### config.mk
export PLATFORM = sky130hd
export DESIGN_NAME = ps2_key_encoder
export DESIGN_NICKNAME = d
export VERILOG_FILES = /design/src/rtl/ps2_key_encoder.sv
export SDC_FILE = /design/constraint.sdc
export NUM_CORES = 1
export LEC_CHECK = 0
export BUFFER_PORTS_ARGS = -buffer_cell sky130_fd_sc_hd__buf_2
export CAP_MARGIN = 0
export CORE_UTILIZATION = 40
export CTS_CLUSTER_SIZE = 24
export DETAILED_ROUTE_END_ITERATION = 7
export GPL_TIMING_DRIVEN = 0
export PLACE_DENSITY = 0.58
export SYNTH_ARGS = -nofsm -noshare
export SYNTH_HDL_FRONTEND = slang
export SYNTH_SLANG_ARGS = --single-unit
export TNS_END_PERCENT = 5
### constraint.sdc
create_clock -name clk_25mhz -period 5.07 [get_ports clk_25mhz]
set_clock_uncertainty 0.05 [all_clocks]
set_input_delay 0.507 -clock clk_25mhz [delete_from_list [all_inputs] [get_ports clk_25mhz]]
set_output_delay 0.507 -clock clk_25mhz [all_outputs]
set_load 0.05 [all_outputs]
### src/rtl/ps2_key_encoder.sv
// PS/2 keyboard front end: filters the raw PS/2 lines, assembles 11-bit frames, decodes
// set-2 scancodes into lexer char codes and presents each code for one tokenize cycle.
`timescale 1ns/1ps
module ps2_key_encoder #(
    parameter int FILTER_LEN  = 8,
    parameter int TIMEOUT_CYC = 50000
) (
    input  logic       clk_25mhz,
    input  logic       reset,
    input  logic       clk_io,
    input  logic       ps2_clk,
    input  logic       ps2_data,
    output logic [7:0] code_out,
    output logic       frame_err,
    output logic       overrun,
    output logic       shift_held
);
    localparam int FW = $clog2(FILTER_LEN + 1);
    localparam int TW = $clog2(TIMEOUT_CYC + 1);

    typedef enum logic {S_IDLE, S_RECV} state_t;

    state_t        state_q, state_d;
    logic [1:0]    ps2c_sync_q, ps2c_sync_d, ps2d_sync_q, ps2d_sync_d;
    logic          filt_clk_q, filt_clk_d;
    logic [FW-1:0] filt_cnt_q, filt_cnt_d;
    logic [3:0]    bit_cnt_q, bit_cnt_d;
    logic [10:0]   shreg_q, shreg_d;
    logic [TW-1:0] tmo_cnt_q, tmo_cnt_d;
    logic          frame_err_q, frame_err_d;
    logic          byte_vld_q, byte_vld_d;
    logic [7:0]    byte_q, byte_d;
    logic          ext_q, ext_d, brk_q, brk_d;
    logic          shl_q, shl_d, shr_q, shr_d;
    logic          pend_vld_q, pend_vld_d;
    logic [7:0]    pend_q, pend_d;
    logic          overrun_q, overrun_d;
    logic          fall, present;
    logic [10:0]   shifted;
    logic [8:0]    dec;

    function automatic logic frame_ok(input logic [10:0] f);
        return (f[0] == 1'b0) && (f[10] == 1'b1) && (^f[9:1] == 1'b1);
    endfunction

    // Returns {valid, code}; break codes and unmapped keys never reach a valid result.
    function automatic logic [8:0] decode(input logic [7:0] sc, input logic ext, input logic shift);
        logic [8:0] r;
        logic [7:0] base;
        r    = 9'd0;
        base = 8'd0;
        if (ext) begin
            case (sc)
                8'h75:   r = {1'b1, 8'd67};
                8'h72:   r = {1'b1, 8'd68};
                default: r = 9'd0;
            endcase
        end else begin
            case (sc)
                8'h1C: base = 8'd1;   8'h32: base = 8'd2;   8'h21: base = 8'd3;
                8'h23: base = 8'd4;   8'h24: base = 8'd5;   8'h2B: base = 8'd6;
                8'h34: base = 8'd7;   8'h33: base = 8'd8;   8'h43: base = 8'd9;
                8'h3B: base = 8'd10;  8'h42: base = 8'd11;  8'h4B: base = 8'd12;
                8'h3A: base = 8'd13;  8'h31: base = 8'd14;  8'h44: base = 8'd15;
                8'h4D: base = 8'd16;  8'h15: base = 8'd17;  8'h2D: base = 8'd18;
                8'h1B: base = 8'd19;  8'h2C: base = 8'd20;  8'h3C: base = 8'd21;
                8'h2A: base = 8'd22;  8'h1D: base = 8'd23;  8'h22: base = 8'd24;
                8'h35: base = 8'd25;  8'h1A: base = 8'd26;
                default: base = 8'd0;
            endcase
            if (base != 8'd0) begin
                r = {1'b1, shift ? base + 8'd26 : base};
            end else begin
                case (sc)
                    8'h25:   if (shift)  r = {1'b1, 8'd53};
                    8'h46:   if (shift)  r = {1'b1, 8'd54};
                    8'h45:   if (shift)  r = {1'b1, 8'd55};
                    8'h55:   if (!shift) r = {1'b1, 8'd56};
                    8'h5D:   r = {1'b1, 8'd58};
                    8'h29:   r = {1'b1, 8'd59};
                    8'h49:   r = {1'b1, 8'd60};
                    8'h5A:   r = {1'b1, 8'd61};
                    8'h66:   r = {1'b1, 8'd65};
                    default: r = 9'd0;
                endcase
            end
        end
        return r;
    endfunction

    always_ff @(posedge clk_25mhz) begin
        if (reset) begin
            state_q     <= S_IDLE;
            ps2c_sync_q <= 2'b11;
            ps2d_sync_q <= 2'b11;
            filt_clk_q  <= 1'b1;
            filt_cnt_q  <= '0;
            bit_cnt_q   <= 4'd0;
            tmo_cnt_q   <= '0;
            frame_err_q <= 1'b0;
            byte_vld_q  <= 1'b0;
            ext_q       <= 1'b0;
            brk_q       <= 1'b0;
            shl_q       <= 1'b0;
            shr_q       <= 1'b0;
            pend_vld_q  <= 1'b0;
            overrun_q   <= 1'b0;
        end else begin
            state_q     <= state_d;
            ps2c_sync_q <= ps2c_sync_d;
            ps2d_sync_q <= ps2d_sync_d;
            filt_clk_q  <= filt_clk_d;
            filt_cnt_q  <= filt_cnt_d;
            bit_cnt_q   <= bit_cnt_d;
            tmo_cnt_q   <= tmo_cnt_d;
            frame_err_q <= frame_err_d;
            byte_vld_q  <= byte_vld_d;
            ext_q       <= ext_d;
            brk_q       <= brk_d;
            shl_q       <= shl_d;
            shr_q       <= shr_d;
            pend_vld_q  <= pend_vld_d;
            overrun_q   <= overrun_d;
        end
        shreg_q <= shreg_d;
        byte_q  <= byte_d;
        pend_q  <= pend_d;
    end

    always_comb begin
        state_d     = state_q;
        ps2c_sync_d = {ps2c_sync_q[0], ps2_clk};
        ps2d_sync_d = {ps2d_sync_q[0], ps2_data};
        filt_clk_d  = filt_clk_q;
        filt_cnt_d  = filt_cnt_q;
        bit_cnt_d   = bit_cnt_q;
        shreg_d     = shreg_q;
        tmo_cnt_d   = tmo_cnt_q;
        frame_err_d = 1'b0;
        byte_vld_d  = 1'b0;
        byte_d      = byte_q;
        ext_d       = ext_q;
        brk_d       = brk_q;
        shl_d       = shl_q;
        shr_d       = shr_q;
        pend_vld_d  = pend_vld_q;
        pend_d      = pend_q;
        overrun_d   = 1'b0;
        fall        = 1'b0;
        dec         = 9'd0;
        shifted     = {ps2d_sync_q[1], shreg_q[10:1]};

        // A new clock level is accepted only after FILTER_LEN consecutive differing samples.
        if (ps2c_sync_q[1] == filt_clk_q) begin
            filt_cnt_d = '0;
        end else if (filt_cnt_q == FW'(FILTER_LEN - 1)) begin
            filt_clk_d = ps2c_sync_q[1];
            filt_cnt_d = '0;
            fall       = filt_clk_q;
        end else begin
            filt_cnt_d = filt_cnt_q + FW'(1);
        end

        case (state_q)
            S_IDLE: begin
                tmo_cnt_d = '0;
                if (fall) begin
                    shreg_d   = shifted;
                    bit_cnt_d = 4'd1;
                    state_d   = S_RECV;
                end
            end
            default: begin
                if (fall) begin
                    shreg_d   = shifted;
                    tmo_cnt_d = '0;
                    if (bit_cnt_q == 4'd10) begin
                        state_d   = S_IDLE;
                        bit_cnt_d = 4'd0;
                        if (frame_ok(shifted)) begin
                            byte_vld_d = 1'b1;
                            byte_d     = shifted[8:1];
                        end else begin
                            frame_err_d = 1'b1;
                        end
                    end else begin
                        bit_cnt_d = bit_cnt_q + 4'd1;
                    end
                end else if (tmo_cnt_q == TW'(TIMEOUT_CYC - 1)) begin
                    state_d     = S_IDLE;
                    bit_cnt_d   = 4'd0;
                    tmo_cnt_d   = '0;
                    frame_err_d = 1'b1;
                end else begin
                    tmo_cnt_d = tmo_cnt_q + TW'(1);
                end
            end
        endcase

        if (byte_vld_q) begin
            if (byte_q == 8'hE0) begin
                ext_d = 1'b1;
            end else if (byte_q == 8'hF0) begin
                brk_d = 1'b1;
            end else begin
                ext_d = 1'b0;
                brk_d = 1'b0;
                if (!ext_q && byte_q == 8'h12)      shl_d = !brk_q;
                else if (!ext_q && byte_q == 8'h59) shr_d = !brk_q;
                else if (!brk_q)                    dec   = decode(byte_q, ext_q, shl_q | shr_q);
            end
        end

        // The presenting slot frees this cycle, so a same-cycle decode loads rather than overruns.
        if (present) pend_vld_d = 1'b0;
        if (dec[8]) begin
            if (pend_vld_q && !present) begin
                overrun_d = 1'b1;
            end else begin
                pend_vld_d = 1'b1;
                pend_d     = dec[7:0];
            end
        end
    end

    always_comb begin
        present    = pend_vld_q & ~clk_io;
        code_out   = present ? pend_q : 8'h00;
        frame_err  = frame_err_q;
        overrun    = overrun_q;
        shift_held = shl_q | shr_q;
    end
endmodule

==> summary.txt, run 1 <==
GRT
  • First-pass GRT wire length: around 15000 um
  • Largest net degree at the start of global routing: 17
  • GR Overflow Total: 0
  • Initial antenna violation count: 0
  • GRT Total Usage: between 15 and 20%
  • Number of global-route vias before repair: approximately 3200

Yosys
  • Most numerous cell in the Yosys netlist: nor2_1
  • Yosys top cell by area: dfxtp_1
  • Synthesized area: just over 4000 um^2
  • Post-synth top flop: dfxtp_1
  • Post-Syn Instances: roughly 460
  • Synthesized area per cell: 8.865 um^2
  • Post-Syn Nets: around 470
  • Post-synth cell types: 66
  • Top cells by area, synth: dfxtp_1, edfxtp_1, nor2_1
  • Yosys reg bits: 68
  • Sequential share of the synthesized area: between 30 and 40%
  • Post-synth EDFFs: 25
  • Top-area cell type share of the netlist area: a little over a fifth
  • Ranking of synthesized cells by instance count: nor2_1, dfxtp_1, nand2_1
  • Fraction of registers with async set/reset: 0%
  • Ys Warns: 0

Power
  • PwrDens: 236.2 nW/um^2
  • Design Power: 0.001068 W
  • Max rail drop VDD: 164.5 uV
  • Leakage: roughly 1.7 nW

Clock tree
  • Clock latency on the worst-skew pair: 0.35 ns
  • Post-CTS Setup Bufs: 0
  • CTS Buf Count: 9
  • Clock sink count: 68
  • Longest Clk Path Bufs: 2
  • Worst-path clk slew: approximately 0.08 ns
  • # resized after CTS: 0
  • CTS tree: yes
  • Root buffer cell: clkbuf_8
  • H-tree Lvls: 3
  • Hold Buf Count CTS: 0

Worst setup path
  • Crit path kind: register to register
  • Req. time, crit path: about 5.3 ns
  • Max FO, Critical Path: 10
  • Crit. End Element: register
  • Critical Path Start Type: register
  • CP arrival: between 4 and 5 ns
  • R2R setup slack: 0.91 ns

Routing
  • Vias/cell: about 5.4
  • TritonRoute pass-1 iters: 4
  • Antenna-violating nets left: 0
  • Routed wire length: 9029 um
  • DRC: 0
  • WL per Instance: approximately 15 um
  • 1st-iter DRT viols: about 150
  • Vias post-DR: 3354

Timing
  • Period utilization: approximately 82%
  • Setup WS post-layout: about 0.91 ns
  • RSZ-0062 raised after global routing: no
  • Final Setup Violations: 0
  • Final Hold Viols: 0
  • Final TNS setup: 0 ns
  • Max Freq: roughly 240 MHz
  • Max Slew Vio Count: 0
  • Max_slew headroom: 48.49%
  • Worst-Margin Slew: between 0.7 and 0.8 ns
  • Min cycle time layout: about 4.2 ns

Layout
  • Post-layout nets: ~500
  • Share of cells above drive strength 1: between 10% and 20%
  • Fillers: around 1000
  • Area grow syn2layout: 11.43%
  • Post-Layout Cell Count: 621
  • Antenna diodes: 0

Floorplanning
  • Die area: ~11000 um^2
  • Initial Util: roughly two fifths
  • Row count: 36
  • Core Region: roughly 10000 um^2
  • Die width: 102.8 um
  • I/O pins: 16
  • Die Ht: slightly above 100 um

Placed design
  • RePlAce Congestion: between 0.8 and 0.9
  • Worst slack at placement: a little over 0.9 ns
  • Placed Cells: 605
  • DP HPWL: 6522 um
  • Port Buf Inserts: 14

Run
  • Max-cap viol count: 0

Worst hold path
  • Worst Hold Class: input port to register

Outcome
  • Outcome: completed
==> per-layer routing <==
metal | track usage [%] | routed length (um) | up-vias
met5 | 0 | 0 | -
met4 | 4.550 | 97 | 0
met3 | 4.203 | 467 | 10
met2 | 30.05 | 4224 | 92
met1 | 24.06 | 4239 | 1572
li1 | - | - | 1680
==> placed cells by master (no fill, tap or decap), types with 3 or more instances in the layout <==
cell type,Yosys,routed
a21o_1,5,5
a21oi_1,19,19
a22oi_1,4,4
a31oi_1,5,5
and2_1,11,11
and3_1,5,5
buf_2,0,14
buf_4,3,3
buf_6,5,5
clkbuf_1,13,13
clkbuf_8,0,10
dfxtp_1,43,43
edfxtp_1,25,25
ha_1,9,9
inv_1,19,19
mux2i_1,15,15
nand2_1,36,36
nand2b_1,7,7
nand3_1,29,29
nand4_1,6,6
nor2_1,53,53
nor2b_1,20,20
nor3_1,15,15
nor3b_1,4,4
o211ai_1,5,5
o21ai_0,14,14
o31ai_1,3,3
or2_2,5,5
or3_1,6,6
xnor2_1,13,13
xor2_1,11,11
==> kinds of logic (layout without fill, tap and decap cells) <==
logic type / after synthesis / count (layout) / synth area share, %
other: 1 / 1 / 0.09236
flip-flops: 68 / 68 / 39.69
buffers and inverters: 43 / 73 / 5.270
XOR/XNOR: 26 / 26 / 6.163
multiplexers: 20 / 20 / 5.300
AND/OR/NAND/NOR: 211 / 211 / 26.93
adder cells (fa/ha/maj): 9 / 9 / 2.774
AO/OA/AOI/OAI: 80 / 80 / 13.78
==> state kept, by name, summed over array words and instances (netlist names), named ones only <==
signal and flops:
filt_clk_q 1, ext_q 1, bit_cnt_q 4, pend_vld_q 1
filt_cnt_q 4, shr_q 1, ps2c_sync_q 2, shreg_q 10
state_q 1, pend_q 7, ps2d_sync_q 2, brk_q 1
frame_err 1, byte_q 8, byte_vld_q 1, tmo_cnt_q 16
overrun 1, shl_q 1
==> cell type report <==
type / instances / area (um^2) / share of cell area, %
clock buffers: 11 / 162.7 / 3.595
well taps: 133 / 166.4 / 3.678
multi-input cells: 347 / 2235 / 49.39
repair buffers: 14 / 70.07 / 1.549
flip-flops and latches: 68 / 1612 / 35.62
inverters: 19 / 71.32 / 1.576
plain buffers: 24 / 142.6 / 3.153
clock inverters: 5 / 65.06 / 1.438
==> through the flow <==
| step | util (%) | hold slack (ns) | area (um^2) |
|---|---|---|---|
| 3_5_place_dp | 43.76 | 0.3477 | 4297 |
| 3_3_place_gp | 43.76 | 0.3444 | 4297 |
| 4_1_cts | 46.08 | 0.2802 | 4524 |
| 5_1_grt | 46.08 | 0.2902 | 4524 |
| 6_report | 46.08 | 0.2945 | 4524 |
| 2_1_floorplan | - | 0.3395 | 4060 |
==> power breakdown <==
part	switching (W)	leakage [nW]	internal [W]
sequential	0.000000655	0.558	0.000563
clock	0.000220	0.116	0.000276
combinational	0.00000558	1.01	0.00000372
==> path summary, 6_finish.rpt <==
check / startpoint / end / cells after the start
max reg2reg: shreg_q[6]$_DFFE_PN_ / register / 16
min reg2reg: ps2d_sync_q[0]$_SDFF_PP1_ / ps2d_sync_q[1]$_SDFF_PP1_ / 1
max: shreg_q[6]$_DFFE_PN_ / register / 16
min: ps2_clk / ps2c_sync_q[0]$_SDFF_PP1_ / 2
==> critical path, cell delays in order, from the launching register on <==
cell	delay, ns
edfxtp_1	0.58
xnor2_1	0.30
xnor3_2	0.48
xnor2_2	0.27
nand4_4	0.27
buf_6	0.25
buf_4	0.18
nor2_1	0.09
a21o_1	0.14
inv_1	0.07
ha_1	0.17
clkbuf_1	0.21
nand2_1	0.20
mux2i_1	0.14
o31a_1	0.32
a31oi_1	0.23
o211ai_2	0.09
Power figures use the tool's default switching activity.
==> run 2, diff against run 1 <==
--- a/config.mk
+++ b/config.mk
@@ -5,6 +5,7 @@
 export SDC_FILE = /design/constraint.sdc
 export NUM_CORES = 1
 export LEC_CHECK = 0
+export ABC_AREA = 1
 export BUFFER_PORTS_ARGS = -buffer_cell sky130_fd_sc_hd__buf_2
 export CAP_MARGIN = 0
 export CORE_UTILIZATION = 40
==> constraint.sdc (replaced) <==
create_clock -name clk_25mhz -period 4.1 [get_ports clk_25mhz]
set_clock_uncertainty 0.05 [all_clocks]
set_input_delay 0.41 -clock clk_25mhz [delete_from_list [all_inputs] [get_ports clk_25mhz]]
set_output_delay 0.41 -clock clk_25mhz [all_outputs]
set_load 0.05 [all_outputs]
==> run 2 against run 1 <==
Hold slack lost 0.092 ns. Sequential power grew 24%. Design area shrank 5.3%. Clock power grew 27%. Die area shrank 6.0%. Routed wire length shrank 17%. Flip-flop and latch count is the same. Highest routed layer unchanged. Area after synthesis shrank 6.1%.
==> summary.txt, run 2 <==
Clock tree
  • H-tree Lvls: 3 (unchanged)
  • Clock latency on the worst-skew pair: 0.35 ns (about the same)
  • CTS Buf Count: 9 (unchanged)
  • Clock sink count: 68 (unchanged)
  • Hold Buf Count CTS: 0 (unchanged)
  • Post-CTS Setup Bufs: 0 (unchanged)
  • Worst-path clk slew: 0.09 ns (about the same)
  • CTS tree: yes
  • # resized after CTS: 0 (unchanged)
  • Longest Clk Path Bufs: 2 (unchanged)
  • Root buffer cell: clkbuf_8

Floorplanning
  • I/O pins: 16 (unchanged)
  • Initial Util: 41.25% (-0.10 points)
  • Die Ht: 99.61 um (-3.1%)
  • Core Region: 9240 um^2 (-5.9%)
  • Die area: 9922 um^2 (-6.0%)
  • Die width: 99.61 um (-3.1%)
  • Row count: 35 (-2.8%)

Layout
  • Leading cell type in the layout, fill and taps excluded: nand2_1
  • Area grow syn2layout: 12.48%
  • Share of cells above drive strength 1: 11.62% (-0.47 points)
  • Fin util: 46.39% (+0.32 points)
  • Post-Layout Cell Count: 671 (+8.1%)
  • Register Area: 1612 um^2 (unchanged)
  • Max FFs per register: 16 (unchanged)
  • Fillers: 929 (-6.1%)
  • Largest reg by FF count: tmo_cnt_q
  • Multi-input gate area: 1876 um^2 (-16%)
  • Antenna diodes: 0 (unchanged)
  • Most frequent cells in the layout: nand2_1, inv_1, nor2_1
  • Largest regs: tmo_cnt_q x16, shreg_q x10, byte_q x8
  • Post-route cell area: 4287 um^2 (-5.3%)
  • Post-layout nets: 551 (+11%)

Routing
  • DRC: 0 (unchanged)
  • Vias/cell: 4.724 (-13%)
  • Antenna-violating nets left: 0 (unchanged)
  • WL per Instance: 11.11 um (-24%)
  • Vias post-DR: 3170 (-5.5%)
  • Routed wire length: 7455 um (-17%)
  • 1st-iter DRT viols: 167 (+14%)
  • TritonRoute pass-1 iters: 4 (unchanged)

Run
  • Max-cap viol count: 0 (unchanged)

Timing
  • Final TNS setup: 0 ns (unchanged)
  • Final Hold Viols: 0 (unchanged)
  • Final Setup Violations: 0 (unchanged)
  • Max Freq: 319.6 MHz (+33%)
  • Max Slew Vio Count: 0 (unchanged)
  • Period utilization: 76.32% (-5.7 points)
  • Max_slew headroom: 57.47% (+9.0 points)
  • RSZ-0062 raised after global routing: no
  • Worst-Margin Slew: 0.6355 ns (-0.1371 ns)
  • Min cycle time layout: 3.129 ns (-1.031 ns)
  • Setup WS post-layout: 0.9708 ns (+0.06052 ns)

Yosys
  • Top cells by area, synth: dfxtp_1, edfxtp_1, nand2_1
  • Sequential share of the synthesized area: 42.28% (+2.6 points)
  • Synthesized area per cell: 7.444 um^2 (-16%)
  • Ranking of synthesized cells by instance count: nand2_1, inv_1, nor2_1
  • Post-synth cell types: 43 (-35%)
  • Post-synth top flop: dfxtp_1
  • Top-area cell type share of the netlist area: 22.59% (+1.4 points)
  • Most numerous cell in the Yosys netlist: nand2_1
  • Yosys top cell by area: dfxtp_1
  • Post-synth EDFFs: 25 (unchanged)
  • Fraction of registers with async set/reset: 0% (unchanged)
  • Yosys reg bits: 68 (unchanged)
  • Post-Syn Nets: 526 (+11%)
  • Ys Warns: 0 (unchanged)
  • Post-Syn Instances: 512 (+12%)
  • Synthesized area: 3811 um^2 (-6.1%)

Placed design
  • Placed Cells: 655 (+8.3%)
  • DP HPWL: 5720 um (-12%)
  • Worst slack at placement: 0.9586 ns (+0.02970 ns)
  • DP Area: 4043 um^2 (-5.9%)
  • Port Buf Inserts: 14 (unchanged)
  • RePlAce Congestion: 0.8065 (-9.1%)

Worst setup path
  • Req. time, crit path: 4.35 ns (-0.90 ns)
  • Worst path slowest cell: dfxtp_1
  • Critical Path Start Type: register
  • CP cell instances: ha_1 > nand3b_4 > nor2_8 > nand2_4 > nor2_8 > nand4_4 > buf_6 > inv_2 > nand2_1 > o21ai_1 > ha_1 > nand3_1 > nor2_1 > nor2_1 > nand2_1 > nand2_1 > nand2_1 > nand2_1 > nand2_1
  • Max FO, Critical Path: 16 (+6)
  • Crit. End Element: register
  • Most used cell, CP: nand2_1
  • Crit path kind: register to register
  • CP arrival: 3.38 ns (-0.96 ns)
  • Max incr delay on CP: 0.36 ns (-0.22 ns)

GRT
  • First-pass GRT wire length: 13270 um (-12%)
  • GR Overflow Total: 0 (unchanged)
  • GRT Total Usage: 16.69% (-1.5 points)
  • Number of global-route vias before repair: 2932 (-7.8%)
  • Initial antenna violation count: 0 (unchanged)
  • Largest net degree at the start of global routing: 17 (unchanged)

Outcome
  • Outcome: completed

Worst hold path
  • Worst Hold Class: input port to register

Power
  • Leakage: 1.983 nW (+18%)
  • Max rail drop VDD: 200.5 uV (+22%)
  • PwrDens: 312.9 nW/um^2 (+32%)
## run 2: changes by cell type in the layout (fill, tap and decap cells not counted), sizes merged, moves of 11 or more
cell,before,now
inv,21,78
mux2i,17,0
and2,11,0
nor2b,20,0
o21ai,14,27
nor2,54,67
nand2,36,124
## run 2: routing by layer
metal  GRT usage, %  part of all wire [%]  routed length [um]
met1          21.13                    50                3706
met2          27.72                    45                3367
met5              0                     0                   0
met4          6.561                   1.9                 141
met3          3.654                   3.2                 240
## run 2: through the flow
| stage | hold slack, ns | power [W] |
|---|---|---|
| after CTS | 0.1865 | 0.001361 |
| after global routing | 0.1957 | 0.001397 |
| after floorplan | 0.3395 | 0.0007206 |
| final | 0.2022 | 0.001341 |
| after global placement | 0.3458 | 0.0007251 |
| after detailed placement | 0.3454 | 0.0007251 |
## run 2: where the power goes
group          internal (W)  switching (W)  total (W)
sequential         0.000696    0.000000886   0.000697
combinational    0.00000423     0.00000845  0.0000127
clock              0.000366       0.000266   0.000632
## run 2: cell families (layout without fill, tap and decap cells)
family | count (synthesis) | after routing | synth area share (%)
AO/OA/AOI/OAI | 64 | 64 | 9.586
AND/OR/NAND/NOR | 274 | 274 | 33.59
adder cells (fa/ha/maj) | 9 | 9 | 2.955
buffers and inverters | 83 | 113 | 8.503
other | 1 | 1 | 0.09840
flip-flops | 68 | 68 | 42.29
XOR/XNOR | 13 | 13 | 2.988
## run 2: layout make-up
type                       instances  area share [%]
timing repair buffer              14           1.635
clock inverter                     2          0.4086
inverter                          79           6.918
multi-input combinational        361           43.75
clock buffer                      14           5.283
sequential                        68           37.59
tap                              129           3.765
buffer                             4          0.6421
## run 2: worst paths after layout
kind | startpoint | to | slack, ns | cells after the start
max reg2reg | filt_cnt_q[0]$_SDFF_PP0_ | register | 0.97 | 19
max | filt_cnt_q[0]$_SDFF_PP0_ | register | 0.97 | 19
min | ps2_clk | ps2c_sync_q[0]$_SDFF_PP1_ | 0.20 | 2
min reg2reg | ps2c_sync_q[0]$_SDFF_PP1_ | ps2c_sync_q[1]$_SDFF_PP1_ | 0.36 | 1
## run 2: critical path: cells and delay by family (launching register included)
kind / cells / cell delay [ns]
compound gates: 1 / 0.19
fa+ha+maj: 2 / 0.46
buf+inv: 2 / 0.37
simple gates: 14 / 1.62
flops: 1 / 0.36
